## src/rtl/mcalu_rs_if.sv

```systemverilog
`default_nettype none
// +--------------------------------------------------------------------------+
// | mcalu_rs_if : dispatch / writeback / issue bundle of the mcalu RS        |
// | Revision    : 1.0                                                        |
// +--------------------------------------------------------------------------+
interface mcalu_rs_if;
  logic        dis_valid;
  logic [4:0]  dis_op;
  logic [6:0]  dis_robid;
  logic [5:0]  dis_rd;
  logic        dis_op1_rdy;
  logic        dis_op2_rdy;
  logic [6:0]  dis_op1_tag;
  logic [6:0]  dis_op2_tag;
  logic [31:0] dis_op1;
  logic [31:0] dis_op2;
  logic        rs_stall;
  logic        wb_valid;
  logic [6:0]  wb_robid;
  logic [31:0] wb_result;
  logic        exers_mcalu_issue;
  logic [4:0]  exers_mcalu_op;
  logic [6:0]  exers_robid;
  logic [5:0]  exers_rd;
  logic [31:0] exers_op1;
  logic [31:0] exers_op2;
  logic        mcalu_stall;
  logic        rob_flush;

  modport master (
    output dis_valid, dis_op, dis_robid, dis_rd, dis_op1_rdy, dis_op2_rdy,
           dis_op1_tag, dis_op2_tag, dis_op1, dis_op2,
           wb_valid, wb_robid, wb_result, mcalu_stall, rob_flush,
    input  rs_stall, exers_mcalu_issue, exers_mcalu_op, exers_robid,
           exers_rd, exers_op1, exers_op2
  );

  modport slave (
    input  dis_valid, dis_op, dis_robid, dis_rd, dis_op1_rdy, dis_op2_rdy,
           dis_op1_tag, dis_op2_tag, dis_op1, dis_op2,
           wb_valid, wb_robid, wb_result, mcalu_stall, rob_flush,
    output rs_stall, exers_mcalu_issue, exers_mcalu_op, exers_robid,
           exers_rd, exers_op1, exers_op2
  );
endinterface
`default_nettype wire

```

## src/rtl/mcalu_rs.sv

```systemverilog
`default_nettype none
// +--------------------------------------------------------------------------+
// | mcalu_rs : 4-entry reservation station, oldest-ready-first issue         |
// | Revision : 1.0                                                           |
// +--------------------------------------------------------------------------+
module mcalu_rs #(
  parameter int ENTRIES = 4
) (
  input logic       clk,
  input logic       rst,
  mcalu_rs_if.slave bus
);

  logic [ENTRIES-1:0] valid_q, valid_d;
  logic [ENTRIES-1:0] rdy1_q, rdy1_d, rdy2_q, rdy2_d;
  logic [4:0]         op_q    [ENTRIES];
  logic [4:0]         op_d    [ENTRIES];
  logic [6:0]         robid_q [ENTRIES];
  logic [6:0]         robid_d [ENTRIES];
  logic [5:0]         rd_q    [ENTRIES];
  logic [5:0]         rd_d    [ENTRIES];
  logic [6:0]         tag1_q  [ENTRIES];
  logic [6:0]         tag1_d  [ENTRIES];
  logic [6:0]         tag2_q  [ENTRIES];
  logic [6:0]         tag2_d  [ENTRIES];
  logic [31:0]        val1_q  [ENTRIES];
  logic [31:0]        val1_d  [ENTRIES];
  logic [31:0]        val2_q  [ENTRIES];
  logic [31:0]        val2_d  [ENTRIES];
  // older_q[i][j] set means slot i was dispatched before slot j
  logic [ENTRIES-1:0] older_q [ENTRIES];
  logic [ENTRIES-1:0] older_d [ENTRIES];

  logic [ENTRIES-1:0] w_elig, w_sel, w_free;
  logic               w_accept, w_fire, w_byp1, w_byp2;

  assign w_elig   = valid_q & rdy1_q & rdy2_q;
  assign w_free   = ~valid_q & (valid_q + {{(ENTRIES-1){1'b0}}, 1'b1});
  assign w_accept = bus.dis_valid & ~(&valid_q);
  assign w_fire   = (|w_elig) & ~bus.mcalu_stall;
  assign w_byp1   = bus.wb_valid & (bus.dis_op1_tag == bus.wb_robid);
  assign w_byp2   = bus.wb_valid & (bus.dis_op2_tag == bus.wb_robid);

  assign bus.rs_stall          = &valid_q;
  assign bus.exers_mcalu_issue = |w_elig;

  always_comb begin
    w_sel = '0;
    for (int i = 0; i < ENTRIES; i++) begin
      w_sel[i] = w_elig[i];
      for (int j = 0; j < ENTRIES; j++) begin
        if ((j != i) && w_elig[j] && !older_q[i][j]) w_sel[i] = 1'b0;
      end
    end
  end

  always_comb begin
    bus.exers_mcalu_op = '0;
    bus.exers_robid    = '0;
    bus.exers_rd       = '0;
    bus.exers_op1      = '0;
    bus.exers_op2      = '0;
    for (int i = 0; i < ENTRIES; i++) begin
      if (w_sel[i]) begin
        bus.exers_mcalu_op = op_q[i];
        bus.exers_robid    = robid_q[i];
        bus.exers_rd       = rd_q[i];
        bus.exers_op1      = val1_q[i];
        bus.exers_op2      = val2_q[i];
      end
    end
  end

  always_comb begin
    valid_d = valid_q;
    rdy1_d  = rdy1_q;
    rdy2_d  = rdy2_q;
    for (int i = 0; i < ENTRIES; i++) begin
      op_d[i]    = op_q[i];
      robid_d[i] = robid_q[i];
      rd_d[i]    = rd_q[i];
      tag1_d[i]  = tag1_q[i];
      tag2_d[i]  = tag2_q[i];
      val1_d[i]  = val1_q[i];
      val2_d[i]  = val2_q[i];
      older_d[i] = older_q[i];
    end
    for (int i = 0; i < ENTRIES; i++) begin
      if (valid_q[i] && bus.wb_valid && !rdy1_q[i] && (tag1_q[i] == bus.wb_robid)) begin
        rdy1_d[i] = 1'b1;
        val1_d[i] = bus.wb_result;
      end
      if (valid_q[i] && bus.wb_valid && !rdy2_q[i] && (tag2_q[i] == bus.wb_robid)) begin
        rdy2_d[i] = 1'b1;
        val2_d[i] = bus.wb_result;
      end
      if (w_fire && w_sel[i]) valid_d[i] = 1'b0;
    end
    // The free slot is invalid in registered state, so it never aliases the issuing slot
    for (int i = 0; i < ENTRIES; i++) begin
      if (w_accept && w_free[i]) begin
        valid_d[i] = 1'b1;
        op_d[i]    = bus.dis_op;
        robid_d[i] = bus.dis_robid;
        rd_d[i]    = bus.dis_rd;
        tag1_d[i]  = bus.dis_op1_tag;
        tag2_d[i]  = bus.dis_op2_tag;
        rdy1_d[i]  = bus.dis_op1_rdy | w_byp1;
        rdy2_d[i]  = bus.dis_op2_rdy | w_byp2;
        val1_d[i]  = bus.dis_op1_rdy ? bus.dis_op1 : bus.wb_result;
        val2_d[i]  = bus.dis_op2_rdy ? bus.dis_op2 : bus.wb_result;
        older_d[i] = '0;
        for (int k = 0; k < ENTRIES; k++) begin
          if (valid_q[k]) older_d[k][i] = 1'b1;
        end
      end
    end
    if (bus.rob_flush) valid_d = '0;
  end

  always_ff @(posedge clk or posedge rst) begin
    if (rst) begin
      valid_q <= '0;
      rdy1_q  <= '0;
      rdy2_q  <= '0;
      for (int i = 0; i < ENTRIES; i++) begin
        op_q[i]    <= '0;
        robid_q[i] <= '0;
        rd_q[i]    <= '0;
        tag1_q[i]  <= '0;
        tag2_q[i]  <= '0;
        val1_q[i]  <= '0;
        val2_q[i]  <= '0;
        older_q[i] <= '0;
      end
    end else begin
      valid_q <= valid_d;
      rdy1_q  <= rdy1_d;
      rdy2_q  <= rdy2_d;
      for (int i = 0; i < ENTRIES; i++) begin
        op_q[i]    <= op_d[i];
        robid_q[i] <= robid_d[i];
        rd_q[i]    <= rd_d[i];
        tag1_q[i]  <= tag1_d[i];
        tag2_q[i]  <= tag2_d[i];
        val1_q[i]  <= val1_d[i];
        val2_q[i]  <= val2_d[i];
        older_q[i] <= older_d[i];
      end
    end
  end

endmodule
`default_nettype wire

```

## src/flat_wrapper.sv

```systemverilog
// flat-port wrapper written by rule: the top's interface ports become plain ports
module mcalu_rs_flat 
#(
  parameter int ENTRIES = 4
)
  (clk, rst, bus_dis_valid, bus_dis_op, bus_dis_robid, bus_dis_rd, bus_dis_op1_rdy, bus_dis_op2_rdy, bus_dis_op1_tag, bus_dis_op2_tag, bus_dis_op1, bus_dis_op2, bus_wb_valid, bus_wb_robid, bus_wb_result, bus_mcalu_stall, bus_rob_flush, bus_rs_stall, bus_exers_mcalu_issue, bus_exers_mcalu_op, bus_exers_robid, bus_exers_rd, bus_exers_op1, bus_exers_op2);
  mcalu_rs_if bus_i ();
  input logic clk;
  input logic rst;
  input wire logic [$bits(bus_i.dis_valid)-1:0] bus_dis_valid;
  input wire logic [$bits(bus_i.dis_op)-1:0] bus_dis_op;
  input wire logic [$bits(bus_i.dis_robid)-1:0] bus_dis_robid;
  input wire logic [$bits(bus_i.dis_rd)-1:0] bus_dis_rd;
  input wire logic [$bits(bus_i.dis_op1_rdy)-1:0] bus_dis_op1_rdy;
  input wire logic [$bits(bus_i.dis_op2_rdy)-1:0] bus_dis_op2_rdy;
  input wire logic [$bits(bus_i.dis_op1_tag)-1:0] bus_dis_op1_tag;
  input wire logic [$bits(bus_i.dis_op2_tag)-1:0] bus_dis_op2_tag;
  input wire logic [$bits(bus_i.dis_op1)-1:0] bus_dis_op1;
  input wire logic [$bits(bus_i.dis_op2)-1:0] bus_dis_op2;
  input wire logic [$bits(bus_i.wb_valid)-1:0] bus_wb_valid;
  input wire logic [$bits(bus_i.wb_robid)-1:0] bus_wb_robid;
  input wire logic [$bits(bus_i.wb_result)-1:0] bus_wb_result;
  input wire logic [$bits(bus_i.mcalu_stall)-1:0] bus_mcalu_stall;
  input wire logic [$bits(bus_i.rob_flush)-1:0] bus_rob_flush;
  output wire logic [$bits(bus_i.rs_stall)-1:0] bus_rs_stall;
  output wire logic [$bits(bus_i.exers_mcalu_issue)-1:0] bus_exers_mcalu_issue;
  output wire logic [$bits(bus_i.exers_mcalu_op)-1:0] bus_exers_mcalu_op;
  output wire logic [$bits(bus_i.exers_robid)-1:0] bus_exers_robid;
  output wire logic [$bits(bus_i.exers_rd)-1:0] bus_exers_rd;
  output wire logic [$bits(bus_i.exers_op1)-1:0] bus_exers_op1;
  output wire logic [$bits(bus_i.exers_op2)-1:0] bus_exers_op2;
  assign bus_i.dis_valid = bus_dis_valid;
  assign bus_i.dis_op = bus_dis_op;
  assign bus_i.dis_robid = bus_dis_robid;
  assign bus_i.dis_rd = bus_dis_rd;
  assign bus_i.dis_op1_rdy = bus_dis_op1_rdy;
  assign bus_i.dis_op2_rdy = bus_dis_op2_rdy;
  assign bus_i.dis_op1_tag = bus_dis_op1_tag;
  assign bus_i.dis_op2_tag = bus_dis_op2_tag;
  assign bus_i.dis_op1 = bus_dis_op1;
  assign bus_i.dis_op2 = bus_dis_op2;
  assign bus_i.wb_valid = bus_wb_valid;
  assign bus_i.wb_robid = bus_wb_robid;
  assign bus_i.wb_result = bus_wb_result;
  assign bus_i.mcalu_stall = bus_mcalu_stall;
  assign bus_i.rob_flush = bus_rob_flush;
  assign bus_rs_stall = bus_i.rs_stall;
  assign bus_exers_mcalu_issue = bus_i.exers_mcalu_issue;
  assign bus_exers_mcalu_op = bus_i.exers_mcalu_op;
  assign bus_exers_robid = bus_i.exers_robid;
  assign bus_exers_rd = bus_i.exers_rd;
  assign bus_exers_op1 = bus_i.exers_op1;
  assign bus_exers_op2 = bus_i.exers_op2;
  mcalu_rs #(.ENTRIES(ENTRIES)) u_core (.clk(clk), .rst(rst), .bus(bus_i));
endmodule
```

## config.mk

```make
export PLATFORM = sky130hd
export DESIGN_NAME = mcalu_rs_flat
export DESIGN_NICKNAME = d
export VERILOG_FILES = /design/src/rtl/mcalu_rs_if.sv /design/src/rtl/mcalu_rs.sv /design/src/flat_wrapper.sv
export SDC_FILE = /design/constraint.sdc
export NUM_CORES = 1
export LEC_CHECK = 0
export BUFFER_PORTS_ARGS = -buffer_cell sky130_fd_sc_hd__buf_2
export CAP_MARGIN = 20
export CORE_UTILIZATION = 46
export CTS_BUF_LIST = sky130_fd_sc_hd__clkbuf_4 sky130_fd_sc_hd__clkbuf_8
export DETAILED_ROUTE_END_ITERATION = 10
export PLACE_DENSITY = 0.66
export SYNTH_ARGS = -nofsm -noshare
export SYNTH_HDL_FRONTEND = slang
export SYNTH_SLANG_ARGS = --single-unit
```

## constraint.sdc

```tcl
create_clock -name clk -period 17.55 [get_ports clk]
set_clock_uncertainty 0.1 [all_clocks]
set_input_delay 3.51 -clock clk [delete_from_list [all_inputs] [get_ports clk]]
set_output_delay 3.51 -clock clk [all_outputs]
set_load 0.01 [all_outputs]
```

### Yosys cells after proc, flatten, opt, wreduce, memory -nomap -nowiden

Cells that the tools add are included.

| operators by class | value |
|---|---|
| $add $sub $neg | 1 |
| equality and inequality tests | 10 |
| mux-type cells | 103 |
| bitwise logic cells | 12 |
| reductions and logical operators | 89 |

Operators with widths:

| kind | number |
|---|---|
| $mux 32 | 26 |
| $eq 7x7->1 | 10 |
| $mux 1 | 60 |
| $logic_and 1x1->1 | 40 |
| $reduce_bool 2->1 | 17 |
| $mux 7 | 4 |
| $mux 6 | 4 |
| $logic_not 1->1 | 20 |
| $mux 5 | 4 |
| $mux 4 | 4 |
| $and 4x4->4 | 3 |
| $reduce_and 2->1 | 6 |
| $reduce_bool 3->1 | 4 |
| $add 4x1->4 const B | 1 |
| $and 1x1->1 | 4 |
| $not 4->4 | 1 |
| $reduce_and 4->1 | 1 |
| $reduce_or 4->1 | 1 |
| $mux 3 | 1 |
| $not 1->1 | 2 |
| $or 1x1->1 | 2 |

| storage, ports and cells | value |
|---|---|
| register bits | 411 |
| input bits | 143 |

### Depth between registers and ports, before layout

Gate-level depths: netlist of the first run.

| logic depth | value |
|---|---|
| word-level depth | 10 |
| mapped depth | 8 |
| depth with buffers taken out | 5 |

### Worst setup path after synthesis of the first run

OpenSTA, ideal clock, no wires.

| timing path | value |
|---|---|
| path type | register -> output |
| from | reg u_core.valid_q[2] |
| to | out bus_exers_mcalu_op[0] |
| arrival | 1.904 ns |
| required time | 13.940 ns |
| slack | 12.036 ns |
| stages on the path, launching flop included | 8 |
| buffers on the path | 2 |
| path through | dfrtp_1 buf_2 nand3_1 o22ai_1 nor4_4 buf_6 a221oi_1 o21ai_1 |

| between the ends | value |
|---|---|
| longest elaborated chain between the ends | 9 |
| elaborated cells between the ends (all ways) | 17 |
| classes of those cells | mux (12); bitwise (2); reduce/logical (3) |

RTL lines:

| what | line | text |
|---|---|---|
| start: declaration | mcalu_rs.sv:14 | `logic [ENTRIES-1:0] valid_q, valid_d;` |
| start signal: assignment | mcalu_rs.sv:137 | `valid_q <= valid_d;` |
| $and 4x4->4 (*) (2 in a row) | mcalu_rs.sv:37 | `assign w_elig = valid_q & rdy1_q & rdy2_q;` |
| $logic_and 1x1->1 | mcalu_rs.sv:52 | `if ((j != i) && w_elig[j] && !older_q[i][j]) w_sel[i] = 1'b0;` |
| $mux 1 (2 in a row) | mcalu_rs.sv:52 |  |
| $mux 5 (3 in a row) | mcalu_rs.sv:64 | `if (w_sel[i]) begin` |
| $mux 5 (*) | mcalu_rs.sv:64 |  |
| end: declaration | flat_wrapper.sv:27 | `output wire logic [$bits(bus_i.exers_mcalu_op)-1:0] bus_exers_mcalu_op;` |

Every way passes the cells marked *; elsewhere a longest branch is shown, timed or not.

### Worst setup path after layout of the first run

| timing path | value |
|---|---|
| from | reg u_core.valid_q[0] |
| to | out bus_exers_op2[2] |

| between the ends | value |
|---|---|
| longest elaborated chain between the ends | 9 |
| elaborated cells between the ends (all ways) | 21 |
| classes of those cells | mux (16); bitwise (2); reduce/logical (3) |

RTL lines:

| what | line | text |
|---|---|---|
| $and 4x4->4 (*) (2 in a row) | mcalu_rs.sv:37 |  |
| $mux 1 or $logic_and 1x1->1 (tied branches) | mcalu_rs.sv:52 |  |
| $mux 1 (2 in a row) | mcalu_rs.sv:52 |  |
| $mux 32 or $mux 1 (tied branches) | mcalu_rs.sv:64, mcalu_rs.sv:52 |  |
| $mux 32 (2 in a row) | mcalu_rs.sv:64 |  |
| $mux 32 (*) | mcalu_rs.sv:64 |  |
| end: declaration | flat_wrapper.sv:31 | `output wire logic [$bits(bus_i.exers_op2)-1:0] bus_exers_op2;` |

Marked as above.

==> results summary, run 1 <==
The run finished with clean final reports. The cell area after synthesis is around 20000 um^2. The reg-to-reg critical path startpoint is u_core.valid_q[0]. By area the synthesized netlist is led by dfrtp_1, nand2_1, o221a_2, nor2_1, o22ai_1. For this run, the number of Yosys warnings is 0. Entering global routing, the biggest net connects between 100 and 150 pins.

From synthesis to final layout, the design area changed by 15.0%. In the synthesized netlist, the number of instances is around 2200. The maximum buffer depth of the clock tree is 3. The combined global-route utilization of all metal layers is between 30% and 40%. On the worst path, the slowest cell contributes a delay of about 750 ps. The transition time at the pin with the least slew margin came out at about 1100 ps. The fraction of power spent switching nets came out at 28.3%. The portion of the post-synthesis area used by sequential elements is between 50% and 60%.

The portion of synthesized cell area occupied by the leading cell type is ~51%. The total grt overflow is 0. Each instance of the synthesized netlist takes up on average 9.14 um^2. The total iterations of the first detailed-routing run came out at 6. The number of gates resized after cts is 0. The top achievable clock speed is ~0.13 GHz. Wires add up to ~70 mm. The final setup slack of the worst path came out at between 9000 and 10000 ps. The completed layout was analyzed and its total power is between 2 and 3 mW. The sequential power share came out at between 40% and 50%. The count of buffers added on input and output ports is around 230.

The initial utilization of the core area, before any placement, comes to about 47%. dfrtp_1 takes more of the synthesized area than any other cell. The pre-CTS setup slack is between 10000 and 15000 ps. The standby leakage power came out at roughly 11 nW. The die extent in y is about 210 um.

The clock latency at the later pin of the worst-skew pair came out at roughly 630 ps. The worst register-to-register path ends at u_core.val1_q[47]. The launch instance of the worst min-delay path is u_core.op_q[8]. The reg-to-reg setup timing slack is ~14000 ps. The final setup TNS came out at 0 ps. The net switching component of the power came out at 0.747 mW. The number of buffers created by CTS is between 70 and 80. The number of design rule violations left after detail routing came out at 0.

The first global-routing pass estimated 107 mm of wire. The power density over the cells came out at around 120 nW/um^2. The cell row count came out at 75. The relative max-transition margin came out at approximately 24%. The global placer's final weighted congestion came out at between 0.8 and 0.9. Traced cell by cell, the critical path runs through nand3_4 -> o2111a_4 -> nor4_4 -> buf_4 -> a221oi_1 -> o21ai_1 -> buf_2. Setup repair after global routing left no endpoint under its margin. The minimum clock period after layout came out at between 7000 and 8000 ps. The root buffer cell chosen for the clock tree is clkbuf_8. The clock tree from TritonCTS is built. The final period utilization came out at 43.2%. The number of failing hold endpoints at the final stage is 0. Buffers inserted to repair hold after CTS numbered 0.

The dominant cell by count in the synthesized netlist is nand2_1. The clock network burns between 30% and 40% of the power. The number of enable-type register cells in the synthesized netlist came out at 0. The path type of the worst setup path is register to output pin. Combinational cells account for between 10% and 20% of the total power. The CTS clock-pin slew for the worst setup and hold paths came out at 60 ps. The path class of the tightest hold or removal check is register to register.

The initial antenna violation count came out at 6. The wire-length estimate of the detail-placed layout is between 40 and 50 mm. The count of cells along the worst hold path came out at 2. The final max-slew violation count came out at 0. In the final routed layout, each cell accounts on average for 23.7 um.

The count of routing violations after the opening detailed-route iteration is 2067. The required time of the critical path is between 10000 and 15000 ps. The maximum VDD drop is 0.0475 mV. The H-tree was split into 3 levels. In the synthesized netlist the async set-or-reset flop fraction comes to 100%.

The number of cell instances on the worst register-to-register path is 5. For this design the top-level I/O count stands at 227. The number of vias after detailed routing came out at around 18000. Cells with a size suffix above 1 make up about a quarter of the layout. The cell internal power dissipation came out at ~1.9 mW.

The via count of the first global-routing pass came out at roughly 18000. In the synthesized netlist the dominant register cell turns out to be dfrtp_1. The area of the core region came out at roughly 42000 um^2.

Counting every net in the synthesized netlist gives around 2300. The total setup violations reported at the end of the flow came out at 0. After synthesis, the most frequently instantiated cells are nand2_1, dfrtp_1, nor2_1. The worst setup path is launched from a register. CTS saw slightly above 400 sinks. The x dimension of the die is 210 um.

The max-cap violation count is 0. The fill cell instance count of the final layout came out at 3905. The layout net count is between 2000 and 2500. STA classifies the critical path endpoint as an output pin.

The ratio of routed vias to standard cells is 6.17. The worst hold path terminates at u_core.op_q[8]. The flip-flop and latch count after synthesis came out at 408. The maximum fanout along the worst path came out at 38.

The count of buffers added by post-CTS timing repair for setup came out at 0. The standard cell with the maximum stage delay on the critical path is nor4_4. The number of distinct standard cells referenced by the synthesized netlist is between 40 and 50.

STA puts the critical path data arrival time at roughly 4000 ps. The number of antenna-violating nets in the routed design came out at 0. The full die area is between 40000 and 50000 um^2.
cells in the final DEF (no fill, tap or decap), types with 64 or more instances in the layout:
cell type and n:
nand2_1 485, dfrtp_1 408, nor2_1 271, buf_2 228, o22ai_1 129, o221a_2 96, clkbuf_8 96, o21ai_0 93
a221oi_1 82, o21ai_1 80, or2_2 67, or3_1 64
flip-flops by register name (all words and copies together) (netlist names):
| register | flops |
|---|---|
| u_core.op_q | 20 |
| u_core.tag1_q | 28 |
| u_core.val2_q | 128 |
| u_core.tag2_q | 28 |
| u_core.rdy2_q | 4 |
| u_core.val1_q | 128 |
| u_core.rd_q | 24 |
| u_core.robid_q | 28 |
| u_core.older_q | 12 |
| u_core.rdy1_q | 4 |
| u_core.valid_q | 4 |
how the worst max path moves through the flow:
stage	to	startpoint	depth (start not counted)
floorplan	u_core.older_q[0]	rst	1
CTS	bus_exers_op2[2]	u_core.valid_q[0]	7
detailed placement	bus_exers_op2[2]	u_core.valid_q[0]	7
finish	bus_exers_op2[2]	u_core.valid_q[0]	7
global placement	bus_exers_op2[2]	u_core.valid_q[0]	7
global route	bus_exers_op1[1]	u_core.valid_q[0]	7
stage by stage:
stage / instance area [um^2] / hold slack, ps / utilization [%] / instances
floorplan: 19900 / 338 / - / 2180
global placement: 21200 / 352 / 50.0 / 2801
detailed placement: 21200 / 357 / 50.1 / 2802
CTS: 22800 / 371 / 53.9 / 2930
global route: 22900 / 385 / 54.1 / 2937
finish: 22900 / 368 / 54.1 / 2937
cell families (layout without fill, tap and decap cells):
logic type      after synthesis  count (layout)  synth area share (%)
simple gates                940             940                  20.2
compound gates              545             545                  20.3
flops                       408             408                  51.2
buf+inv                     215             394                  5.02
xor+xnor                     70              70                  3.08
mux                           2               2                 0.100
other cells                   0               1                     0
layer usage:
metal / track usage, % / routed length [um]
met1: 43.3 / 29300
met2: 49.9 / 32600
met3: 5.91 / 5970
met4: 11.5 / 1610
met5: 0 / 68
worst max-delay path, delay by kind of cell, from the launching register on:
| kind | cells | cell delay, ps |
|---|---|---|
| buffers and inverters | 2 | 800 |
| and+or+nand+nor | 2 | 940 |
| AOI/OAI and AO/OA | 3 | 960 |
| DFF | 1 | 600 |
power groups by stage:
stage                     clock network (mW)  logic [mW]  registers [mW]
after detailed placement                   0       0.418            1.25
after floorplan                            0       0.307            1.21
after global routing                    1.03       0.465            1.26
final                                  0.975       0.421            1.24
after global placement                     0       0.404            1.25
after CTS                              0.987       0.419            1.24
final cells by class:
cell class	count	area (um^2)	area share, %
clock inverters	16	160	0.699
diodes	1	2.50	0.0109
clock buffers	112	1440	6.29
flip-flops and latches	408	10200	44.6
inverters	4	22.5	0.0983
well taps	577	722	3.15
repair buffers	262	1490	6.50
multi-input cells	1557	8870	38.7
(Power assumes the default switching activity.)
==> inputs of run 2 (changes only) <==
- clock period: 17.55 -> 7.77 ns (I/O delays scaled with it)
==> run 2 against run 1 <==
- global-route usage about the same
- final cell count up 0.51%
- total power up 130%
- wire length down 0.77%
- critical endpoint is now bus_exers_op2[9]
- highest routed layer unchanged
==> results summary, run 2 (synthesis gave the netlist of run 1 again) <==
For this design the static power due to leakage is ~11 nW. The final max-slew violation count is 0. The clock root buffer master is clkbuf_8. The total grt overflow came out at 0. The maximum VDD drop came out at ~0.14 mV. The post-detailed-placement half-perimeter wirelength came out at 40.5 mm. No sink is reached through more buffers than the 3 on the longest clock path. Entering global routing, the biggest net connects 140 pins. The required time of the critical path came out at around 6100 ps.

The worst path in the final design needs a cycle of 5500 ps, including I/O delays and setup. The sequential standard cell area came out at ~10000 um^2. The full die area came out at around 44000 um^2.

The top achievable clock speed is 0.182 GHz. The pre-CTS setup slack came out at about 3000 ps. The die extent in y came out at 210 um. The type of destination of the critical path is an output pin.

Setup violations remaining at the end of the flow were counted as 0. At the end of the flow, the number of nets in the layout was approximately 2500. In this run the standard cell core region covers roughly 42000 um^2. The wire length reported by the detailed router is 69.0 mm. The number of failing hold endpoints at the final stage is 0. The number of gates resized after cts came out at 0.

Fill cells in the final layout number about 3800. In the final layout, the registers with the most flip-flops are u_core.val1_q x128, u_core.val2_q x128. The first global-routing pass estimated roughly 110 mm of wire. The clock latency at the later pin of the worst-skew pair is about 650 ps. Clock tree synthesis found a total of slightly above 400 sinks.

Along the worst hold path, the cell count comes to 2. The number of placed instances with taps included is about 2800. The library cells used most frequently in the layout, excluding fill and tap cells, are nand2_1, dfrtp_1, nor2_1.

The cell row count came out at between 70 and 80. The count of buffers added by post-CTS timing repair for setup is 0. The arrival time reported for the critical path endpoint came out at approximately 3900 ps. The worst setup path is launched from a register.

The maximum fanout along the worst path is 47. The count of input and output buffers is roughly 230. Cells with a size suffix above 1 make up approximately a quarter of the layout. The class of the tightest hold or removal check is register to register.

The relative max-transition margin is roughly a fifth. The x dimension of the die came out at ~210 um. The worst hold-check slack is around 370 ps. The wire length per cell is between 20 and 25 um. The path type of the worst setup path is register to output pin. The run finished with clean final reports.

The area growth from synthesis to layout came out at 15.0%. The initial antenna violation count came out at 12. The starting density of the core is between 40% and 50%.

The CTS H-tree depth came out at 3. The filler-free cell count of the finished design came out at 2952. The final setup TNS came out at 0 ps. The final period utilization is a little under three quarters. The count of routing violations after the opening detailed-route iteration came out at 2115. The standard cell with the maximum stage delay on the critical path is or4_2.

The library cell used most frequently in the layout, excluding fill and tap cells, is nand2_1. The final setup slack of the worst path is roughly 2300 ps. After detailed routing, the number of remaining DRC violations is 0. The signal on the critical path passes through nand3_1 -> nor2_1 -> or4_2 -> buf_4 -> o21ai_0 -> o21ai_1 -> buf_2.

The detail route stage leaves a number of antenna-violating nets equal to 0. The power density over the cells is around 260 nW/um^2. The congestion estimate from routability-driven global placement came to 0.846.

The number of vias after detailed routing came out at between 15000 and 20000. The transition time at the pin with the least slew margin came out at about 1200 ps. Across every metal layer, demand over resource in global routing totals about a third. The combined area of the multi-input logic cells is between 8000 and 9000 um^2. For this run, the detailed router's first-pass iteration total came to 5. The number of hold buffers added after CTS came out at 0. The ratio of routed vias to standard cells is about 6. TritonCTS built the clock tree. The CTS clock-pin slew for the worst setup and hold paths is 60 ps.

The via count of the first global-routing pass is 18400. The number of buffers created by CTS is 73. The biggest cell delay along the critical path is 890 ps. The top-level I/O count is between 200 and 250. Setup repair after global routing left no endpoint under its margin. The number of cell instances on the worst register-to-register path is 7. Max-cap violations in this run came to 0.
==> run 2: cell types whose count changed in the layout (fill, tap and decap cells not counted), moves of 3 or more <==
cell	before	now
buf_4	29	39
clkbuf_4	16	24
diode_2	1	6
clkinv_2	11	7
nand2_1	485	489
nand2_2	4	0
buf_16	4	1
==> run 2: path summary, 6_finish.rpt <==
check | from | endpoint | slack [ps]
min in group asynchronous | rst | u_core.val2_q[122] | 710
max reg2reg | u_core.valid_q[1] | u_core.val1_q[18] | 4220
min | u_core.rd_q[6] | u_core.rd_q[6] | 370
max in group asynchronous | rst | u_core.val1_q[99] | 5430
min reg2reg | u_core.rd_q[6] | u_core.rd_q[6] | 370
max | u_core.valid_q[3] | bus_exers_op2[9] | 2270
==> run 2: layout make-up <==
cell class                      count  area share [%]
Clock inverter                     10           0.349
Tap cell                          577            3.15
Clock buffer                      121            6.61
Timing Repair Buffer              269            6.60
Sequential cell                   408            44.6
Inverter                            4          0.0819
Multi-Input combinational cell   1557            38.6
Antenna cell                        6          0.0655
==> run 2: metal layers <==
layer	global-route usage (%)	share of wire, %	vias to the layer above
li1	-	-	7943
met2	48.2	45	945
met3	7.87	8.9	181
met4	12.6	3.3	12
met1	43.2	42	9081
met5	0	0.11	-
==> run 2: through the flow <==
| stage | area (um^2) | utilization (%) | power, mW |
|---|---|---|---|
| after floorplan | 19900 | - | 3.43 |
| after global placement | 21300 | 50.2 | 3.72 |
| after detailed placement | 21300 | 50.3 | 3.76 |
| after CTS | 22900 | 54.1 | 5.96 |
| after global routing | 22900 | 54.1 | 6.20 |
| final | 22900 | 54.1 | 5.94 |
==> run 2: worst max-delay path: cells and delay by family, from the launching register on <==
family	cells	cell delay, ps
AND/OR/NAND/NOR	3	1470
buffers and inverters	2	740
flip-flops	1	560
AO/OA/AOI/OAI	2	430
==> run 2: where the power goes <==
part | switching [mW] | internal (mW)
combinational | 0.507 | 0.458
clock | 0.929 | 1.26
sequential | 0.250 | 2.54
